## src/rtl/score_award_gen.sv

```systemverilog
// score_award_gen: turns Tetris line-clear events into a one-cycle BCD score
// increment equal to base points x (level+1). The product is built by
// repeated 4-digit BCD addition. A one-deep pending slot holds a clear that
// arrives while an award is still in progress.
module score_award_gen #(
  parameter int unsigned BASE1 = 40,
  parameter int unsigned BASE2 = 100,
  parameter int unsigned BASE3 = 300,
  parameter int unsigned BASE4 = 1200
) (
  input  logic            clk,
  input  logic            reset,
  input  logic            clear_valid,
  input  logic [2:0]      lines_cleared,
  input  logic [3:0]      level,
  output logic [3:0][4:0] score_to_add,
  output logic            award_valid,
  output logic            busy,
  output logic            overflow
);

  typedef enum logic [1:0] {
    S_IDLE  = 2'd0,
    S_ACCUM = 2'd1,
    S_EMIT  = 2'd2
  } state_e;

  // Convert a constant decimal value into four BCD digits in 5-bit fields.
  function automatic logic [3:0][4:0] to_bcd(input int unsigned v);
    logic [3:0][4:0] r;
    int unsigned     div;
    div = 1;
    for (int i = 0; i < 4; i++) begin
      r[i] = 5'((v / div) % 10);
      div  = div * 10;
    end
    return r;
  endfunction

  // Four-digit BCD add; bit 20 is the carry out of the thousands digit.
  function automatic logic [20:0] bcd_add(input logic [3:0][4:0] a,
                                          input logic [3:0][4:0] b);
    logic [3:0][4:0] s;
    logic            c;
    logic [4:0]      t;
    c = 1'b0;
    for (int i = 0; i < 4; i++) begin
      t = a[i] + b[i] + {4'd0, c};
      if (t > 5'd9) begin
        s[i] = t - 5'd10;
        c    = 1'b1;
      end else begin
        s[i] = t;
        c    = 1'b0;
      end
    end
    return {c, s};
  endfunction

  localparam logic [3:0][4:0] BCD1 = to_bcd(BASE1);
  localparam logic [3:0][4:0] BCD2 = to_bcd(BASE2);
  localparam logic [3:0][4:0] BCD3 = to_bcd(BASE3);
  localparam logic [3:0][4:0] BCD4 = to_bcd(BASE4);
  localparam logic [3:0][4:0] BCD_MAX = {5'd9, 5'd9, 5'd9, 5'd9};

  // Base points for a given line count (only 1..4 ever reach this).
  function automatic logic [3:0][4:0] base_sel(input logic [2:0] lines);
    logic [3:0][4:0] r;
    case (lines)
      3'd1:    r = BCD1;
      3'd2:    r = BCD2;
      3'd3:    r = BCD3;
      3'd4:    r = BCD4;
      default: r = '0;
    endcase
    return r;
  endfunction

  state_e          state_q, state_d;
  logic [3:0][4:0] acc_q, acc_d;
  logic [3:0][4:0] base_q, base_d;
  logic [3:0]      count_q, count_d;
  logic            sat_q, sat_d;
  logic            pend_valid_q, pend_valid_d;
  logic [2:0]      pend_lines_q, pend_lines_d;
  logic [3:0]      pend_level_q, pend_level_d;
  logic            ovf_q, ovf_d;

  logic            event_s;
  logic            drain_s;
  logic [20:0]     sum_s;
  logic [2:0]      load_lines_s;
  logic [3:0]      load_level_s;

  // Next-state, accumulation and pending-slot logic.
  always_comb begin
    state_d      = state_q;
    acc_d        = acc_q;
    base_d       = base_q;
    count_d      = count_q;
    sat_d        = sat_q;
    pend_valid_d = pend_valid_q;
    pend_lines_d = pend_lines_q;
    pend_level_d = pend_level_q;
    ovf_d        = 1'b0;

    event_s = clear_valid && (lines_cleared >= 3'd1) && (lines_cleared <= 3'd4);
    // The pending slot empties whenever no accumulation is running. IDLE
    // drains too, so a clear parked during the final EMIT (with nothing
    // pending) is still served one cycle later instead of being stranded.
    drain_s = pend_valid_q && (state_q != S_ACCUM);
    sum_s   = bcd_add(acc_q, base_q);

    if (drain_s) begin
      load_lines_s = pend_lines_q;
      load_level_s = pend_level_q;
    end else begin
      load_lines_s = lines_cleared;
      load_level_s = level;
    end

    case (state_q)
      S_IDLE: begin
        if (drain_s || event_s) begin
          base_d  = base_sel(load_lines_s);
          count_d = load_level_s;
          acc_d   = '0;
          sat_d   = 1'b0;
          state_d = S_ACCUM;
        end else begin
          state_d = S_IDLE;
        end
      end
      S_ACCUM: begin
        acc_d = sum_s[19:0];
        sat_d = sat_q | sum_s[20];
        if (count_q == 4'd0) begin
          state_d = S_EMIT;
        end else begin
          count_d = count_q - 4'd1;
        end
      end
      S_EMIT: begin
        if (drain_s) begin
          base_d  = base_sel(load_lines_s);
          count_d = load_level_s;
          acc_d   = '0;
          sat_d   = 1'b0;
          state_d = S_ACCUM;
        end else begin
          state_d = S_IDLE;
        end
      end
      default: begin
        state_d = S_IDLE;
      end
    endcase

    if (drain_s) begin
      pend_valid_d = 1'b0;
    end else begin
      pend_valid_d = pend_valid_q;
    end

    if (event_s) begin
      if ((state_q == S_IDLE) && !pend_valid_q) begin
        pend_valid_d = pend_valid_d;  // taken straight into ACCUM above
      end else if (!pend_valid_q || drain_s) begin
        pend_valid_d = 1'b1;
        pend_lines_d = lines_cleared;
        pend_level_d = level;
      end else begin
        ovf_d = 1'b1;
      end
    end else begin
      ovf_d = 1'b0;
    end
  end

  // State and datapath registers; reset abandons any award in flight.
  always_ff @(posedge clk or negedge reset) begin
    if (!reset) begin
      state_q      <= S_IDLE;
      acc_q        <= '0;
      base_q       <= '0;
      count_q      <= 4'd0;
      sat_q        <= 1'b0;
      pend_valid_q <= 1'b0;
      pend_lines_q <= 3'd0;
      pend_level_q <= 4'd0;
      ovf_q        <= 1'b0;
    end else begin
      state_q      <= state_d;
      acc_q        <= acc_d;
      base_q       <= base_d;
      count_q      <= count_d;
      sat_q        <= sat_d;
      pend_valid_q <= pend_valid_d;
      pend_lines_q <= pend_lines_d;
      pend_level_q <= pend_level_d;
      ovf_q        <= ovf_d;
    end
  end

  // Outputs decoded from registered state only; zero outside EMIT.
  always_comb begin
    award_valid = (state_q == S_EMIT);
    busy        = (state_q != S_IDLE);
    overflow    = ovf_q;
    if (state_q == S_EMIT) begin
      score_to_add = sat_q ? BCD_MAX : acc_q;
    end else begin
      score_to_add = '0;
    end
  end

endmodule

```

## config.mk

```make
export PLATFORM = sky130hd
export DESIGN_NAME = score_award_gen
export DESIGN_NICKNAME = d
export VERILOG_FILES = /design/src/rtl/score_award_gen.sv
export SDC_FILE = /design/constraint.sdc
export NUM_CORES = 1
export LEC_CHECK = 0
export ABC_AREA = 1
export CORE_MARGIN = 8
export CORE_UTILIZATION = 50
export CTS_CLUSTER_DIAMETER = 80
export DETAILED_ROUTE_END_ITERATION = 10
export GPL_TIMING_DRIVEN = 0
export PLACE_DENSITY = 0.73
export SYNTH_ARGS = -nofsm -noshare
export SYNTH_HDL_FRONTEND = slang
export SYNTH_SLANG_ARGS = --single-unit
```

## constraint.sdc

```tcl
create_clock -name clk -period 6 [get_ports clk]
set_input_delay 1.5 -clock clk [delete_from_list [all_inputs] [get_ports clk]]
set_output_delay 1.5 -clock clk [all_outputs]
set_load 0.05 [all_outputs]
```

-- Word-level counts from Yosys, hierarchy flattened
Cells that the tools add are included.
- bits in registers: 56
- $lt $le $gt $ge: 6
- reductions and logical operators: 16
- bitwise operators: 2
- mux-type cells: 37
- eq/ne operators: 11
- $add $sub $neg: 12
- operator list (cell ; count):
    $mux 20 ; 6
    $pmux 16 s4 ; 1
    $pmux 20 s3 ; 1
    $pmux 20 s2 ; 1
    $add 5x5->5 ; 4
    $gt 5x4->1 const B ; 4
    $mux 5 ; 4
    $sub 5x4->5 const B ; 4
    $mux 4 ; 4
    $add 5x1->5 ; 3
    $mux 1 ; 15
    $pmux 4 s3 ; 1
    $reduce_and 3->1 ; 3
    $eq 3x2->1 const B ; 2
    $ne 2x2->1 const B ; 3
    $pmux 2 s3 ; 1
    $logic_and 1x1->1 ; 4
    $logic_not 4->1 ; 1
    $ne 2x1->1 const B ; 2
    $reduce_and 4->1 ; 1
    $reduce_bool 2->1 ; 2
    $sub 4x1->4 const B ; 1
    $eq 3x1->1 const B ; 1
    $eq 3x3->1 const B ; 1
    13 further kinds ; 14

-- Depth between registers and ports, before layout
Gate-level depths: netlist of the first run.
- word-level depth: 14
- mapped depth: 34

-- Least setup slack after synthesis of the first run
OpenSTA, ideal clock, no wires.
- path kind: register to register
- start: reg acc_q[1] (netlist bit)
- end: reg acc_q[18] (netlist bit)
- stages on the path, launching flop included: 35
- path buffers: 0
- path slack: 1.171 ns
- data arrival time: 4.713 ns
- cell sequence: dfrtp_1 > inv_1 > ha_1 > nor2_1 > nor2_1 > inv_1 > ha_1 > ha_1 > xnor2_1 > ha_1 > nand2_1 > nand2_1 > nand3_1 > nand3_1 > inv_1 > fa_1 > inv_1 > fa_1 > inv_1 > nand2_1 > nand3_1 > nand2_1 > inv_1 > fa_1 > inv_1 > ha_1 > xnor2_1 > ha_1 > nand2_1 > nand3_1 > nand2_1 > nand2_1 > nand2_1 > nand2_1 > nand2_1
- word-level cells in the longest chain between the ends: 13
- elaborated cells on any way between the ends: 14
- classes of those cells: add/sub (5); order compare (4); mux (5)
- RTL lines (what ; line ; source):
    start, declared ; 80 ; logic [3:0][4:0] acc_q, acc_d;
    start signal, assigned ; 184 ; acc_q <= '0;
    start signal, assigned ; 194 ; acc_q <= acc_d;
    $add 5x5->5 * ; 48 ; t = a[i] + b[i] + {4'd0, c};
    $gt 5x4->1 * ; 49 ; if (t > 5'd9) begin
    $mux 1 * ; 49 ;
    $add 5x1->5 * ; 48 ;
    $gt 5x4->1 * ; 49 ;
    $mux 1 * ; 49 ;
    $add 5x1->5 * ; 48 ;
    $gt 5x4->1 * ; 49 ;
    $mux 1 * ; 49 ;
    $add 5x1->5 * ; 48 ;
    $sub 5x4->5 or $gt 5x4->1 (tied branches) ; 50, 49 ;
    $mux 5 * ; 49 ;
    $pmux 20 s3 * ; 122 ; case (state_q)
Mark *: on every way between the ends. The rest lies on a longest branch, timed or not.
A chain may end at the register's enable or synchronous reset.

-- Worst setup path in the final report of the first run
Same ends and word-level chain as after synthesis.

==> impl_metrics.prom, run 1 <==
# TYPE chip_impl_metric gauge
chip_impl_metric{name="postCtsSetupBuffers",unit=""} 0
chip_impl_info{name="critical_path.endpoint",value="acc_q[18]"} 1
chip_impl_metric{name="cts_hold_repair.buffers",unit=""} 0
chip_impl_info{name="slowest_stage",value="fa_1"} 1
chip_impl_info{name="grt_setup_unrepaired",value="false"} 1
chip_impl_metric{name="r2r_slack",unit="ns"} 0.59
chip_impl_info{name="synthFlopType",value="dfrtp_1"} 1
chip_impl_metric{name="yosysWarningCount",unit=""} 0
chip_impl_metric{name="setup-tns-final",unit="ns"} 0
chip_impl_metric{name="buffer_ports.inserted",unit=""} 32
chip_impl_metric{name="pin_count",unit=""} 33
chip_impl_metric{name="critical_path_max_stage_delay",unit="ns"} 0.42
chip_impl_metric{name="first_global_vias",unit=""} 2192
chip_impl_info{name="result_of_the_run",value="finished, final reports clean"} 1
chip_impl_metric{name="avgSynthCellArea",unit="µm²"} 7.40
chip_impl_metric{name="post_synth_instance_area",unit="µm²"} 2510
chip_impl_metric{name="drt-vias-per-instance",unit=""} 4.97
chip_impl_info{name="critical_path.startpoint_type",value="flop"} 1
chip_impl_metric{name="groute.usage.overall",unit=""} 0.164
chip_impl_metric{name="gp_congestion",unit=""} 0.822
chip_impl_metric{name="critPathBufInv",unit=""} 7
chip_impl_metric{name="maximum_number_of_pins_on_one_net_before_global_route_repair",unit=""} 40
chip_impl_metric{name="register_area_share_after_synthesis",unit=""} 0.389
chip_impl_info{name="critical_path.startpoint",value="acc_q[1]"} 1
chip_impl_metric{name="final.setup_skew",unit="ns"} 0.00810
chip_impl_metric{name="vdd_ir_drop_max",unit="µV"} 298
chip_impl_info{name="synth_largest_area_cell",value="dfrtp_1"} 1
chip_impl_metric{name="grt_first_pass_wirelength",unit="µm"} 9910
chip_impl_metric{name="clkSinkCount",unit=""} 39
chip_impl_metric{name="dp_worst_setup_slack",unit="ns"} 0.438
chip_impl_metric{name="nNetsFinal",unit=""} 403
chip_impl_metric{name="timing.final.crit_period",unit="ns"} 5.41
chip_impl_metric{name="max-clock-path-buffers",unit=""} 2
chip_impl_metric{name="synth_edf_count",unit=""} 0
chip_impl_metric{name="place_inst",unit=""} 438
chip_impl_metric{name="post_route_cells_drive_above_1_share",unit=""} 0.0660
chip_impl_metric{name="cts_max_level",unit=""} 2
chip_impl_info{name="most_frequent_cells_in_the_layout",value="nand2_1 (87), inv_1 (54), dfrtp_1 (39)"} 1
chip_impl_metric{name="synth_top_area_share",unit=""} 0.389
chip_impl_info{name="worst_setup_path_end_kind",value="flop"} 1
chip_impl_metric{name="grt.overflow.total",unit=""} 0
chip_impl_metric{name="max_cap_viol_count",unit=""} 0
chip_impl_info{name="cts_root_buffer",value="clkbuf_8"} 1
chip_impl_metric{name="crit_fanout",unit=""} 5
chip_impl_info{name="r2r_end",value="acc_q[18]"} 1
chip_impl_metric{name="layout.cell_area.non_filler",unit="µm²"} 3010
chip_impl_metric{name="initial_cell_density_of_the_core",unit=""} 0.524
chip_impl_metric{name="post_dp_hpwl",unit="µm"} 4340
chip_impl_metric{name="ys_async_sr_fraction",unit=""} 1.00
chip_impl_metric{name="postLayoutSetupSlackWorst",unit="ns"} 0.588
chip_impl_metric{name="die_w",unit="µm"} 86.8
chip_impl_metric{name="synth.ff_latch_count",unit=""} 39
chip_impl_metric{name="postCtsResizedCells",unit=""} 0
chip_impl_metric{name="timing.critical_path.depth",unit=""} 33
chip_impl_metric{name="timing.final.hold_violations",unit=""} 0
chip_impl_metric{name="layout_worst_path_cycle_share",unit=""} 0.902
chip_impl_metric{name="router_iterations_before_antenna_repair",unit=""} 4
chip_impl_metric{name="power_density",unit="nW/µm²"} 575
chip_impl_metric{name="mappedNetlistNets",unit=""} 364
chip_impl_metric{name="worstPathRequired",unit="ns"} 6.19
chip_impl_metric{name="critical_path_arrival",unit="ns"} 5.60
chip_impl_metric{name="slew_headroom",unit=""} 0.423
chip_impl_metric{name="total_area_of_multi_input_combinational_cells",unit="µm²"} 1310
chip_impl_metric{name="final-seq-area",unit="µm²"} 976
chip_impl_metric{name="post_place_instance_area",unit="µm²"} 2910
chip_impl_metric{name="num_antenna_cells",unit=""} 0
chip_impl_metric{name="fp.dieH",unit="µm"} 86.8
chip_impl_metric{name="clock_latency",unit="ns"} 0.29
chip_impl_metric{name="r2r.worst_path.cells",unit=""} 33
chip_impl_metric{name="detailroute.via_count",unit=""} 2215
chip_impl_info{name="mostFrequentLayoutCell",value="nand2_1"} 1
chip_impl_metric{name="netlist-cell-type-count",unit=""} 27
chip_impl_metric{name="timing.final.max_slew_violations",unit=""} 0
chip_impl_metric{name="coreArea",unit="µm²"} 4790
chip_impl_metric{name="number_of_nets_still_failing_antenna_checks_after_routing",unit=""} 0
chip_impl_metric{name="power.static_leakage",unit="µW"} 0.00146
chip_impl_metric{name="route.final.wire_length",unit="µm"} 5760
chip_impl_metric{name="placementRows",unit=""} 25
chip_impl_info{name="path_class",value="flop to flop"} 1
chip_impl_info{name="hp-start",value="pend_level_q[3]"} 1
chip_impl_metric{name="layoutNonFillerInstCount",unit=""} 446
chip_impl_metric{name="cts.clk_slew.worst_paths",unit="ns"} 0.08
chip_impl_info{name="hold_class",value="flop to flop"} 1
chip_impl_info{name="tritoncts",value="built"} 1
chip_impl_metric{name="report.final.setup_viol",unit=""} 0
chip_impl_info{name="netlist_top_cells_area",value="dfrtp_1 (39%), nand2_1 (13%), inv_1 (8.1%), nand3_1 (6.6%), ha_1 (6.0%)"} 1
chip_impl_info{name="r2r_start",value="acc_q[1]"} 1
chip_impl_metric{name="wl_per_cell",unit="µm"} 12.9
chip_impl_metric{name="max_freq",unit="GHz"} 0.185
chip_impl_metric{name="area_growth_syn_to_layout",unit="%"} 20.1
chip_impl_metric{name="cts_buffers",unit=""} 5
chip_impl_metric{name="design.die.area",unit="µm²"} 7540
chip_impl_metric{name="drc_errors",unit=""} 0
chip_impl_metric{name="fill_cell_instance_count_of_the_final_layout",unit=""} 436
chip_impl_metric{name="synthesized_netlist_cell_count",unit=""} 339
chip_impl_metric{name="post_layout_power",unit="µW"} 1730
chip_impl_info{name="cp_top_family",value="adder cells"} 1
chip_impl_metric{name="worst-slew-pin-transition",unit="ns"} 0.865
chip_impl_metric{name="drtIter0Drc",unit=""} 116
chip_impl_metric{name="grt_antenna_before_repair",unit=""} 0
==> flip-flops by register name, indices dropped and copies added, names as in the netlist <==
name / cells
base_q: 4
count_q: 4
pend_lines_q: 3
pend_valid_q: 1
overflow: 1
state_q: 2
pend_level_q: 4
acc_q: 19
sat_q: 1
==> power breakdown <==
| part | switching, µW | internal (µW) | total [µW] | leakage, µW |
|---|---|---|---|---|
| Combinational | 713 | 397 | 1110 | 0.000928 |
| Clock | 90.3 | 81.6 | 172 | 0.0000422 |
| Sequential | 75.7 | 375 | 451 | 0.000495 |
==> cell families (layout without fill, tap and decap cells) <==
| logic type | after synthesis | count (layout) | share of synthesized area |
|---|---|---|---|
| buf+inv | 63 | 103 | 0.0983 |
| compound gates | 58 | 58 | 0.127 |
| flops | 39 | 39 | 0.389 |
| fa+ha+maj | 15 | 15 | 0.0838 |
| xor+xnor | 10 | 10 | 0.0379 |
| simple gates | 154 | 154 | 0.264 |
==> worst register-to-register path, delay by kind of cell, from the launching register on <==
family                     cells  cell delay, ns
xor gates and xnor gates       3            0.62
buffers and inverters          7            0.68
and+or+nand+nor               14            1.32
DFF                            1            0.41
adders and majority gates      9            2.29
==> through the flow <==
stage | utilization | hold WS [ns]
after floorplan | - | 0.448
after global placement | 0.609 | 0.462
after detailed placement | 0.608 | 0.472
after CTS | 0.625 | 0.491
after global routing | 0.630 | 0.513
final | 0.630 | 0.488
==> how the worst min path moves through the flow <==
stage,to,slack (ns),depth (start not counted)
2_1_floorplan,pend_level_q[2],0.45,2
3_3_place_gp,pend_level_q[2],0.46,2
3_5_place_dp,pend_level_q[3],0.47,2
4_1_cts,pend_level_q[3],0.49,2
5_1_grt,pend_level_q[3],0.51,2
6_report,pend_level_q[3],0.49,2
==> cell usage after synthesis, types with 2 or more instances <==
cell	n
nand2_1	88
inv_1	54
dfrtp_1	39
nand3_1	33
o21ai_0	30
nor2_1	24
a21oi_1	15
ha_1	12
xnor2_1	5
nand4_1	4
o21ai_1	4
o22ai_1	4
xor2_1	4
clkbuf_1	3
fa_1	3
inv_2	3
buf_2	2
nand2_2	2
o31ai_1	2
==> layout make-up <==
type | instances | area share
multi-input combinational | 237 | 0.435
tap | 67 | 0.0278
clock inverter | 1 | 0.00166
clock buffer | 7 | 0.0253
timing repair buffer | 32 | 0.105
sequential | 39 | 0.324
inverter | 57 | 0.0710
buffer | 6 | 0.0108
==> per-layer routing <==
metal | vias up | GRT usage | part of all wire
met1 | 1006 | 0.197 | 0.44
met3 | 7 | 0.0388 | 0.059
li1 | 1153 | - | -
met4 | 0 | 0.0423 | 0.011
met2 | 49 | 0.285 | 0.49
met5 | - | 0 | 0
No activity file was read; power rests on OpenSTA's default activity.
==> run 2: changes to the inputs <==
--- a/config.mk
+++ b/config.mk
@@ -6,7 +6,6 @@
 export NUM_CORES = 1
 export LEC_CHECK = 0
 export ABC_AREA = 1
-export CORE_MARGIN = 8
 export CORE_UTILIZATION = 50
 export CTS_CLUSTER_DIAMETER = 80
 export DETAILED_ROUTE_END_ITERATION = 10
==> constraint.sdc (replaced) <==
create_clock -name clk -period 5.5 [get_ports clk]
set_input_delay 1.375 -clock clk [delete_from_list [all_inputs] [get_ports clk]]
set_output_delay 1.375 -clock clk [all_outputs]
set_load 0.05 [all_outputs]
==> run 2 against run 1 <==
Compared with the run above:
- core utilization rose by 2.0 points
- critical path type unchanged
- largest power group unchanged
- critical endpoint is now acc_q[17]
- die area fell by 30%
- setup slack got worse by 0.24 ns
==> impl_metrics.prom, run 2 (synthesis gave the netlist of run 1 again) <==
# TYPE chip_impl_metric gauge
chip_impl_info{name="result_of_the_run",value="finished, final reports clean"} 1
chip_impl_metric{name="p_comb_frac",unit=""} 0.640
chip_impl_metric{name="max_freq",unit="GHz"} 0.194
chip_impl_metric{name="max_cap_viol_count",unit=""} 0
chip_impl_info{name="cts_root_buffer",value="clkbuf_8"} 1
chip_impl_metric{name="final.setup_skew",unit="ns"} 0.0101
chip_impl_metric{name="drc_errors",unit=""} 0
chip_impl_metric{name="placementRows",unit=""} 25
chip_impl_metric{name="cts.clk_slew.worst_paths",unit="ns"} 0.08
chip_impl_metric{name="nNetsFinal",unit=""} 407
chip_impl_info{name="worstHoldEndpoint",value="pend_level_q[3]"} 1
chip_impl_metric{name="r2r_slack",unit="ns"} 0.35
chip_impl_metric{name="post_layout_power",unit="µW"} 1970
chip_impl_metric{name="worst-slew-pin-transition",unit="ns"} 0.524
chip_impl_metric{name="portion_of_total_power_attributed_to_the_clock_network",unit=""} 0.110
chip_impl_metric{name="drt-vias-per-instance",unit=""} 4.94
chip_impl_info{name="slowest_stage",value="fa_1"} 1
chip_impl_metric{name="report.final.setup_viol",unit=""} 0
chip_impl_metric{name="grt_first_pass_wirelength",unit="µm"} 9250
chip_impl_metric{name="groute.usage.overall",unit=""} 0.230
chip_impl_info{name="grt_most_used_layer",value="met2"} 1
chip_impl_metric{name="timing.final.crit_period",unit="ns"} 5.15
chip_impl_metric{name="area_growth_syn_to_layout",unit="%"} 24.0
chip_impl_info{name="most_frequent_cells_in_the_layout",value="nand2_1 (86), inv_1 (53), dfrtp_1 (39)"} 1
chip_impl_metric{name="clock_latency",unit="ns"} 0.30
chip_impl_metric{name="cts_buffers",unit=""} 5
chip_impl_metric{name="buffer_ports.inserted",unit=""} 32
chip_impl_metric{name="drtIter0Drc",unit=""} 122
chip_impl_metric{name="largest_register_ff_count",unit=""} 19
chip_impl_metric{name="critical_path_arrival",unit="ns"} 5.33
chip_impl_metric{name="finalHoldWorstSlack",unit="ns"} 0.486
chip_impl_metric{name="slew_headroom",unit=""} 0.651
chip_impl_metric{name="initial_cell_density_of_the_core",unit=""} 0.524
chip_impl_info{name="max_flop_register",value="acc_q"} 1
chip_impl_metric{name="grt.overflow.total",unit=""} 0
chip_impl_metric{name="critical_path_max_stage_delay",unit="ns"} 0.43
chip_impl_metric{name="first_global_vias",unit=""} 2073
chip_impl_metric{name="timing.final.hold_violations",unit=""} 0
chip_impl_metric{name="worstPathRequired",unit="ns"} 5.68
chip_impl_metric{name="globalRouteMet2Util",unit=""} 0.369
chip_impl_metric{name="global_route.usage.met1",unit=""} 0.315
chip_impl_metric{name="clkSinkCount",unit=""} 39
chip_impl_metric{name="cts_hold_repair.buffers",unit=""} 0
chip_impl_metric{name="net-switching-power",unit="µW"} 982
chip_impl_info{name="hp-start",value="pend_level_q[3]"} 1
chip_impl_info{name="crit_top_cell",value="nand2_1"} 1
chip_impl_info{name="tritoncts",value="built"} 1
chip_impl_metric{name="detailroute.via_count",unit=""} 2225
chip_impl_metric{name="gp_congestion",unit=""} 0.845
chip_impl_metric{name="cts_max_level",unit=""} 2
chip_impl_metric{name="post_route_cells_drive_above_1_share",unit=""} 0.0966
chip_impl_metric{name="worst_hold_path.num_cells",unit=""} 2
chip_impl_info{name="critical_path.startpoint_type",value="flop"} 1
chip_impl_metric{name="grt_antenna_before_repair",unit=""} 0
chip_impl_metric{name="design.die.area",unit="µm²"} 5300
chip_impl_info{name="r2r_start",value="acc_q[2]"} 1
chip_impl_metric{name="crit_fanout",unit=""} 5
chip_impl_info{name="mostFrequentLayoutCell",value="nand2_1"} 1
chip_impl_metric{name="power.share.sequential",unit=""} 0.251
chip_impl_metric{name="route.final.wire_length",unit="µm"} 5480
chip_impl_metric{name="number_of_nets_still_failing_antenna_checks_after_routing",unit=""} 0
chip_impl_metric{name="power.static_leakage",unit="µW"} 0.00151
chip_impl_metric{name="internal_power",unit="µW"} 989
chip_impl_metric{name="post_dp_hpwl",unit="µm"} 4110
chip_impl_metric{name="swShare",unit=""} 0.498
chip_impl_metric{name="grt.met3_usage",unit=""} 0.0428
chip_impl_metric{name="r2r.worst_path.cells",unit=""} 32
chip_impl_metric{name="coreArea",unit="µm²"} 4790
chip_impl_metric{name="pin_count",unit=""} 33
chip_impl_metric{name="power_density",unit="nW/µm²"} 634
chip_impl_metric{name="maximum_number_of_pins_on_one_net_before_global_route_repair",unit=""} 22
chip_impl_info{name="r2r_end",value="acc_q[17]"} 1
chip_impl_metric{name="router_iterations_before_antenna_repair",unit=""} 4
chip_impl_info{name="hold_class",value="flop to flop"} 1
chip_impl_metric{name="timing.final.max_slew_violations",unit=""} 0
chip_impl_metric{name="max-clock-path-buffers",unit=""} 2
chip_impl_metric{name="wl_per_cell",unit="µm"} 12.2
chip_impl_info{name="path_class",value="flop to flop"} 1
chip_impl_metric{name="die_w",unit="µm"} 72.8
chip_impl_metric{name="vdd_ir_drop_max",unit="µV"} 301
chip_impl_metric{name="layout_worst_path_cycle_share",unit=""} 0.937
chip_impl_metric{name="fp.dieH",unit="µm"} 72.8
chip_impl_info{name="worst_setup_path_end_kind",value="flop"} 1
chip_impl_metric{name="num_antenna_cells",unit=""} 0
-- run 2: cell types whose count changed in the layout (fill, tap and decap cells not counted), moves of 2 or more --
cell      change
buf_4         +3
nand3_1       -3
nand3_2       +3
clkbuf_8      +2
ha_1          -2
ha_2          +2
-- run 2: power groups by stage --
stage | clock (µW) | combinational, µW | sequential, µW
global route | 232 | 1440 | 511
floorplan | 0 | 916 | 481
finish | 216 | 1260 | 494
CTS | 222 | 1190 | 491
global placement | 0 | 1140 | 492
detailed placement | 0 | 1170 | 496
-- run 2: worst max-delay path by stage --
| stage | endpoint | slack, ns | cells past startpoint | startpoint |
|---|---|---|---|---|
| after floorplan | acc_q[18] | 0.67 | 34 | acc_q[1] |
| after detailed placement | acc_q[18] | -0.01 | 33 | acc_q[1] |
| after global routing | acc_q[17] | -0.04 | 32 | acc_q[2] |
| after global placement | acc_q[18] | 0.14 | 33 | acc_q[1] |
| after CTS | acc_q[18] | 0.004 | 33 | acc_q[1] |
| final | acc_q[17] | 0.35 | 32 | acc_q[2] |
-- run 2: metal layers --
layer	vias up	share of wire
li1	1160	-
met3	6	0.030
met1	1016	0.48
met5	-	0
met4	0	0.013
met2	43	0.48
-- run 2: what timing repair did --
item,4_1_cts,5_1_grt
gates resized for setup,1,11
buffers inserted,0,3
pin swaps,0,4
setup endpoints to repair,4,5
-- run 2: area by class of cell --
cell class / instances / area (µm²)
sequential: 39 / 976
inverter: 57 / 214
multi-input combinational: 237 / 1340
buffer: 6 / 32.5
tap: 67 / 83.8
fill: 433 / 1680
clock buffer: 8 / 100
timing repair buffer: 36 / 365
-- run 2: per-stage QoR --
step                      std cells  utilization  TNS, ns  cell area, µm²  setup slack (ns)
after floorplan                 339            -        0            2510             0.671
after global placement          438        0.609        0            2910             0.141
after detailed placement        439        0.613  -0.0104            2940           -0.0104
after CTS                       447        0.636        0            3040           0.00408
after global routing            450        0.650  -0.0794            3110           -0.0407
final                           450        0.650        0            3110             0.349
-- run 2: worst max-delay path: cells and delay by family, from the launching register on --
family,cells,cell delay (ns)
AOI/OAI and AO/OA,1,0.09
buffers and inverters,6,0.54
adders and majority gates,8,2.05
DFF,1,0.38
xor gates and xnor gates,3,0.66
and+or+nand+nor,14,1.30
